**src/rtl/game_pkg.sv**
```systemverilog
// Shared game constants and helpers used by the player, shot and RGB blocks.
package game_pkg;

    localparam int COORD_W    = 10;
    localparam int SCREEN_W   = 640;
    localparam int SCREEN_H   = 480;
    localparam int SHOT_W_DEF = 4;
    localparam int SHOT_H_DEF = 8;

    typedef logic [COORD_W-1:0] coord_t;
    typedef logic [COORD_W:0]   coord_wide_t;

    // One extra bit keeps base+len from wrapping for sprites near the top of the range.
    function automatic logic in_span(input coord_t base, input coord_t q, input int len);
        coord_wide_t b;
        coord_wide_t p;
        b = {1'b0, base};
        p = {1'b0, q};
        return (p >= b) && (p < b + coord_wide_t'(len));
    endfunction

endpackage

```
**src/rtl/shot_manager_if.sv**
```systemverilog
// Control/query/status bundle between the game logic and the shot engine.
interface shot_manager_if #(
    parameter int NUM_SHOTS = 4
);
    logic                                   tick;
    logic                                   gameover;
    logic                                   fire;
    logic [game_pkg::COORD_W-1:0]           reimux;
    logic [game_pkg::COORD_W-1:0]           reimuy;
    logic [NUM_SHOTS-1:0]                   kill;
    logic [game_pkg::COORD_W-1:0]           hc;
    logic [game_pkg::COORD_W-1:0]           vc;
    logic [NUM_SHOTS-1:0]                   shot_valid;
    logic [game_pkg::COORD_W*NUM_SHOTS-1:0] shot_x;
    logic [game_pkg::COORD_W*NUM_SHOTS-1:0] shot_y;
    logic                                   shot_pixel;

    modport master (
        output tick, gameover, fire, reimux, reimuy, kill, hc, vc,
        input  shot_valid, shot_x, shot_y, shot_pixel
    );

    modport slave (
        input  tick, gameover, fire, reimux, reimuy, kill, hc, vc,
        output shot_valid, shot_x, shot_y, shot_pixel
    );
endinterface

```
**src/rtl/shot_manager_slot.sv**
```systemverilog
// One shot slot: valid/x/y state, upward motion and its own sprite hit test.
module shot_slot
    import game_pkg::*;
#(
    parameter int SHOT_SPEED = 4,
    parameter int SHOT_W     = SHOT_W_DEF,
    parameter int SHOT_H     = SHOT_H_DEF
) (
    input  logic   clk,
    input  logic   rst,
    input  logic   spawn_i,
    input  logic   kill_i,
    input  logic   move_i,
    input  logic   clear_i,
    input  coord_t spawn_x_i,
    input  coord_t spawn_y_i,
    input  coord_t hc_i,
    input  coord_t vc_i,
    output logic   valid_o,
    output coord_t x_o,
    output coord_t y_o,
    output logic   hit_o
);

    logic   valid_q, valid_d;
    coord_t x_q, x_d;
    coord_t y_q, y_d;

    always_comb begin
        // NOTE: every next-state signal gets its hold value first so no path infers a latch.
        valid_d = valid_q;
        x_d     = x_q;
        y_d     = y_q;
        if (clear_i) begin
            valid_d = 1'b0;
            x_d     = '0;
            y_d     = '0;
        end else if (kill_i) begin
            valid_d = 1'b0;
        end else if (spawn_i) begin
            valid_d = 1'b1;
            x_d     = spawn_x_i;
            y_d     = spawn_y_i;
        end else if (move_i && valid_q) begin
            // Leaving the top retires the shot instead of wrapping y.
            if (y_q < coord_t'(SHOT_SPEED)) valid_d = 1'b0;
            else                            y_d     = y_q - coord_t'(SHOT_SPEED);
        end
    end

    always_ff @(posedge clk or negedge rst) begin
        // NOTE: state registers use non-blocking assignments so all slots update from pre-edge values.
        if (!rst) begin
            valid_q <= 1'b0;
            x_q     <= '0;
            y_q     <= '0;
        end else begin
            valid_q <= valid_d;
            x_q     <= x_d;
            y_q     <= y_d;
        end
    end

    assign valid_o = valid_q;
    assign x_o     = x_q;
    assign y_o     = y_q;
    assign hit_o   = valid_q && in_span(x_q, hc_i, SHOT_W) && in_span(y_q, vc_i, SHOT_H);

endmodule

```
**src/rtl/shot_manager.sv**
```systemverilog
// Player-shot engine: fire cooldown, lowest-free-slot allocation and registered pixel query.
module shot_manager
    import game_pkg::*;
#(
    parameter int NUM_SHOTS  = 4,
    parameter int SHOT_SPEED = 4,
    parameter int COOLDOWN   = 8,
    parameter int SHOT_W     = SHOT_W_DEF,
    parameter int SHOT_H     = SHOT_H_DEF
) (
    input logic           clk,
    input logic           rst,
    shot_manager_if.slave bus
);

    localparam int CNT_W = (COOLDOWN > 0) ? $clog2(COOLDOWN + 1) : 1;

    logic [NUM_SHOTS-1:0] valid;
    logic [NUM_SHOTS-1:0] hit;
    logic [NUM_SHOTS-1:0] cand;
    logic [NUM_SHOTS-1:0] spawn_sel;
    logic                 do_spawn;
    logic [CNT_W-1:0]     cool_q, cool_d;
    logic                 pixel_q;

    // Free slots come from pre-edge valid, so a slot retired this cycle waits for the next tick.
    assign cand      = ~valid & ~bus.kill;
    assign do_spawn  = bus.tick & bus.fire & (cool_q == '0) & ~bus.gameover & (|cand);
    assign spawn_sel = do_spawn ? (cand & (~cand + NUM_SHOTS'(1))) : '0;

    always_comb begin
        cool_d = cool_q;
        if (bus.gameover)                  cool_d = '0;
        else if (do_spawn)                 cool_d = CNT_W'(COOLDOWN);
        else if (bus.tick && cool_q != '0) cool_d = cool_q - CNT_W'(1);
    end

    always_ff @(posedge clk or negedge rst) begin
        if (!rst) begin
            cool_q  <= '0;
            pixel_q <= 1'b0;
        end else begin
            cool_q  <= cool_d;
            pixel_q <= |hit;
        end
    end

    for (genvar i = 0; i < NUM_SHOTS; i++) begin : g_slot
        shot_slot #(
            .SHOT_SPEED (SHOT_SPEED),
            .SHOT_W     (SHOT_W),
            .SHOT_H     (SHOT_H)
        ) u_slot (
            .clk       (clk),
            .rst       (rst),
            .spawn_i   (spawn_sel[i]),
            .kill_i    (bus.kill[i]),
            .move_i    (bus.tick),
            .clear_i   (bus.gameover),
            .spawn_x_i (bus.reimux),
            .spawn_y_i (bus.reimuy),
            .hc_i      (bus.hc),
            .vc_i      (bus.vc),
            .valid_o   (valid[i]),
            .x_o       (bus.shot_x[COORD_W*i +: COORD_W]),
            .y_o       (bus.shot_y[COORD_W*i +: COORD_W]),
            .hit_o     (hit[i])
        );
    end

    assign bus.shot_valid = valid;
    assign bus.shot_pixel = pixel_q;

endmodule
```
**src/flat_wrapper.sv**
```systemverilog
// flat-port wrapper written by rule: the top's interface ports become plain ports
module shot_manager_flat import game_pkg::*;
#(
    parameter int NUM_SHOTS  = 4,
    parameter int SHOT_SPEED = 4,
    parameter int COOLDOWN   = 8,
    parameter int SHOT_W     = SHOT_W_DEF,
    parameter int SHOT_H     = SHOT_H_DEF
)
  (clk, rst, bus_tick, bus_gameover, bus_fire, bus_reimux, bus_reimuy, bus_kill, bus_hc, bus_vc, bus_shot_valid, bus_shot_x, bus_shot_y, bus_shot_pixel);
  shot_manager_if #(.NUM_SHOTS(NUM_SHOTS)) bus_i ();
  input logic clk;
  input logic rst;
  input wire logic [$bits(bus_i.tick)-1:0] bus_tick;
  input wire logic [$bits(bus_i.gameover)-1:0] bus_gameover;
  input wire logic [$bits(bus_i.fire)-1:0] bus_fire;
  input wire logic [$bits(bus_i.reimux)-1:0] bus_reimux;
  input wire logic [$bits(bus_i.reimuy)-1:0] bus_reimuy;
  input wire logic [$bits(bus_i.kill)-1:0] bus_kill;
  input wire logic [$bits(bus_i.hc)-1:0] bus_hc;
  input wire logic [$bits(bus_i.vc)-1:0] bus_vc;
  output wire logic [$bits(bus_i.shot_valid)-1:0] bus_shot_valid;
  output wire logic [$bits(bus_i.shot_x)-1:0] bus_shot_x;
  output wire logic [$bits(bus_i.shot_y)-1:0] bus_shot_y;
  output wire logic [$bits(bus_i.shot_pixel)-1:0] bus_shot_pixel;
  assign bus_i.tick = bus_tick;
  assign bus_i.gameover = bus_gameover;
  assign bus_i.fire = bus_fire;
  assign bus_i.reimux = bus_reimux;
  assign bus_i.reimuy = bus_reimuy;
  assign bus_i.kill = bus_kill;
  assign bus_i.hc = bus_hc;
  assign bus_i.vc = bus_vc;
  assign bus_shot_valid = bus_i.shot_valid;
  assign bus_shot_x = bus_i.shot_x;
  assign bus_shot_y = bus_i.shot_y;
  assign bus_shot_pixel = bus_i.shot_pixel;
  shot_manager #(.NUM_SHOTS(NUM_SHOTS), .SHOT_SPEED(SHOT_SPEED), .COOLDOWN(COOLDOWN), .SHOT_W(SHOT_W), .SHOT_H(SHOT_H)) u_core (.clk(clk), .rst(rst), .bus(bus_i));
endmodule
```
**config.mk**
```make
export PLATFORM = sky130hd
export DESIGN_NAME = shot_manager_flat
export DESIGN_NICKNAME = d
export VERILOG_FILES = /design/src/rtl/game_pkg.sv /design/src/rtl/shot_manager_if.sv /design/src/rtl/shot_manager_slot.sv /design/src/rtl/shot_manager.sv /design/src/flat_wrapper.sv
export SDC_FILE = /design/constraint.sdc
export NUM_CORES = 1
export LEC_CHECK = 0
export ABC_AREA = 1
export CAP_MARGIN = 40
export CELL_PAD_IN_SITES_DETAIL_PLACEMENT = 1
export CELL_PAD_IN_SITES_GLOBAL_PLACEMENT = 2
export CORE_UTILIZATION = 34
export DETAILED_ROUTE_END_ITERATION = 8
export GPL_ROUTABILITY_DRIVEN = 0
export HOLD_SLACK_MARGIN = 0.15
export MAX_ROUTING_LAYER = met4
export PLACE_DENSITY_LB_ADDON = 0.05
export SYNTH_ARGS = -nofsm -noshare
export SYNTH_HDL_FRONTEND = slang
export SYNTH_SLANG_ARGS = --single-unit
```
**constraint.sdc**
```tcl
create_clock -name clk -period 4.8 [get_ports clk]
set_input_delay 0.96 -clock clk [delete_from_list [all_inputs] [get_ports clk]]
set_output_delay 0.96 -clock clk [all_outputs]
set_load 0.02 [all_outputs]
```
==> run metrics <==
die area roughly 27000 sq um; die height approximately 160 um; setup TNS 0 ps; Hold Slack roughly 520 ps; first-pass GRT wire length 50000 um; Mapped Cells approximately 1300; All-Layer GR Usage between 20% and 30%; vias in the first global route 8745; Startpoint Class primary input; clock power share between 20 and 25%; clock-pin slew on the worst setup and hold paths approximately 70 ps; Initial DRT Pass Iterations 4; RSZ-0062 raised after global routing false; register area share after synthesis 24.7%; Setup Fix Bufs, Post-CTS 0; port bufs 133; HP Start u_core.g_slot[0].u_slot.x_o[1]$_DFFE_PN0P_; ys async rst share 100%; min-delay worst type reg2reg; Top FF cell, synth dfrtp_1; Inserted Clock Buffers 9; CTS tree done; cts hold-fix bufs 0; arrival time at the worst endpoint around 3200 ps; CP required between 5000 and 6000 ps; Gate power share a little under half; Worst Max-Slew Pin Slew 850 ps; P&R area growth vs syn 22.0%; Layout Cells excl Fill 1730; vias per inst around 5.0; Yosys warning count 0; placed insts approximately 1700; Horiz. Die Dim between 150 and 200 um; nets@finish between 1500 and 2000; Fin. Hold Viols 0; share of the synthesized area in the top cell type 24.7%; Critical Path Fanout Max 22; Post-synth EDFFs 0; Slew HR between 40% and 50%; Routed WL roughly 32000 um; Root Driver clkbuf_16; mapped cell area 9000 sq um; FF/Latch Area ~2200 sq um; Internal between 1500 and 2000 uW; remaining antenna violation count after routing 0; sw power 1390 uW; # diodes 0; fmax about 0.33 GHz; Final Cycle Share roughly 63%; H-tree Lvls 3; share of power burned in registers approximately 30%; Post-DP HPWL between 20000 and 30000 um; initial antenna violation count 0; CP startpoint bus_tick; Worst Clk Skew between 3 and 4 ps; number of synthesized register bits 89; I/O pin count ~130; Resize count post-CTS 0; Synthesized Nets around 1500; max cap viols 0; clk sinks 89; Wirelength per Cell ~18 um; fillers approximately 3300; setup violators final 0; total gr overflow 0; Crit Path Class in2reg; maximum buffer depth of the clock tree 2; total power per unit cell area ~300 nW/um^2; hold path depth 2; commonest non-fill, non-tap cell in the layout nand2_1; Final min period about 3000 ps; status finished clean; Worst-Skew Late Latency about 350 ps; Critical Path Sink Type flop; DRC errors left 0; Yosys top cell by area dfrtp_1; core box area ~26000 sq um; Synth cell types 40; largest net degree at the start of global routing between 60 and 70; commonest cells after routing, fill and taps aside nand2_1, inv_1, ha_1, clkdlybuf4s50_1, nor2_1; Synth area leaders dfrtp_1, ha_1, nand2_1; Switching Share 42.2%; Initial Util about a third; r2r startpoint u_core.g_slot[2].u_slot.x_o[4]$_DFFE_PN0P_; final slew viol count 0; Initial DRC Count ~320; area of the multi-input gates around 6000 sq um; layout cells sized above 1 between 2 and 3%; R2R depth 13; Leakage ~0.0053 uW; post-synthesis area per instance 7.12 sq um; Peak VDD IR ~0.17 mV; vias roughly 8700; num rows 59
## sequential cells by signal (all words and copies together), names as in the netlist
signal and flops:
u_core.g_slot.u_slot.x_o 40, u_core.g_slot.u_slot.y_o 40, u_core.cool_q 4, u_core.g_slot.u_slot.valid_o 4
u_core.bus.shot_pixel 1
## cells by family after synthesis
kind of cell             share of synthesized area, %
XOR/XNOR                                         5.15
buffers and inverters                            8.63
adder cells (fa/ha/maj)                          22.5
flip-flops                                       24.7
AO/OA/AOI/OAI                                    13.1
AND/OR/NAND/NOR                                  25.8
## per-stage QoR
step | area, sq um | setup slack (ps) | total power, uW | util, %
2_1_floorplan | 9000 | 2640 | 2010 | -
3_3_place_gp | 10700 | 1510 | 2560 | 41.1
3_5_place_dp | 10700 | 1450 | 2590 | 41.1
4_1_cts | 11000 | 1810 | 3350 | 42.3
5_1_grt | 11000 | 1650 | 3610 | 42.3
6_report | 11000 | 1790 | 3300 | 42.3
## final timing paths
kind | endpoint | slack [ps]
max | u_core.g_slot[3].u_slot.y_o[7]$_DFFE_PN0P_ | 1790
max in group asynchronous | u_core.g_slot[3].u_slot.y_o[9]$_DFFE_PN0P_ | 3100
min | u_core.g_slot[0].u_slot.x_o[1]$_DFFE_PN0P_ | 520
min in group asynchronous | u_core.g_slot[0].u_slot.x_o[1]$_DFFE_PN0P_ | 700
max reg2reg | u_core.bus.shot_pixel$_DFF_PN0_ | 2350
min reg2reg | u_core.g_slot[0].u_slot.x_o[1]$_DFFE_PN0P_ | 520
## synth_stat cells, types with 2 or more instances
library cell and instances:
buf_2 7, a31oi_1 2, a21o_1 12, inv_1 172, ha_1 162, a21oi_1 61
xnor2_1 10, or2_2 4, o21a_1 2, o21ai_1 4, nand3b_1 12, o21ai_0 98
clkbuf_1 9, nor4_1 2, nor3_1 13, nor2_1 100, dfrtp_1 89, o22ai_1 6
nand2_1 333, inv_2 5, xor2_1 43, buf_1 2, o2111ai_1 8, o211ai_1 12
nand4_1 6, o31ai_1 3, nand3_1 68, nand2_2 4, buf_4 4
## metal layers
metal  vias up  track usage, %  routed length [um]
li1       4385               -                   -
met1      4144            32.4               14800
met2       122            43.5               15800
met3        18            2.18                 735
met4         0            3.71                 256
met5         -               -                   0
## power by group through the flow
stage	registers, uW	clock network, uW	logic [uW]
after floorplan	1050	0	957
after global placement	1020	0	1540
after detailed placement	1020	0	1570
after CTS	1010	757	1580
after global routing	1030	788	1800
final	1010	741	1560
## cell type report
| class | instances | area share (%) |
|---|---|---|
| clock inverters | 2 | 0.342 |
| clock buffers | 13 | 2.37 |
| multi-input cells | 975 | 54.6 |
| inverters | 178 | 6.11 |
| well taps | 335 | 3.82 |
| repair buffers | 138 | 12.4 |
| flip-flops and latches | 89 | 20.3 |
## critical path, stage by stage
cell and delay (ps):
clkdlybuf4s50_1 720, nand3_2 180, nor2_8 220, nand3_1 100
buf_4 220, nand2_1 450, nand2_1 140, nand3_1 110
o21ai_0 100
(Power assumes the default switching activity.)
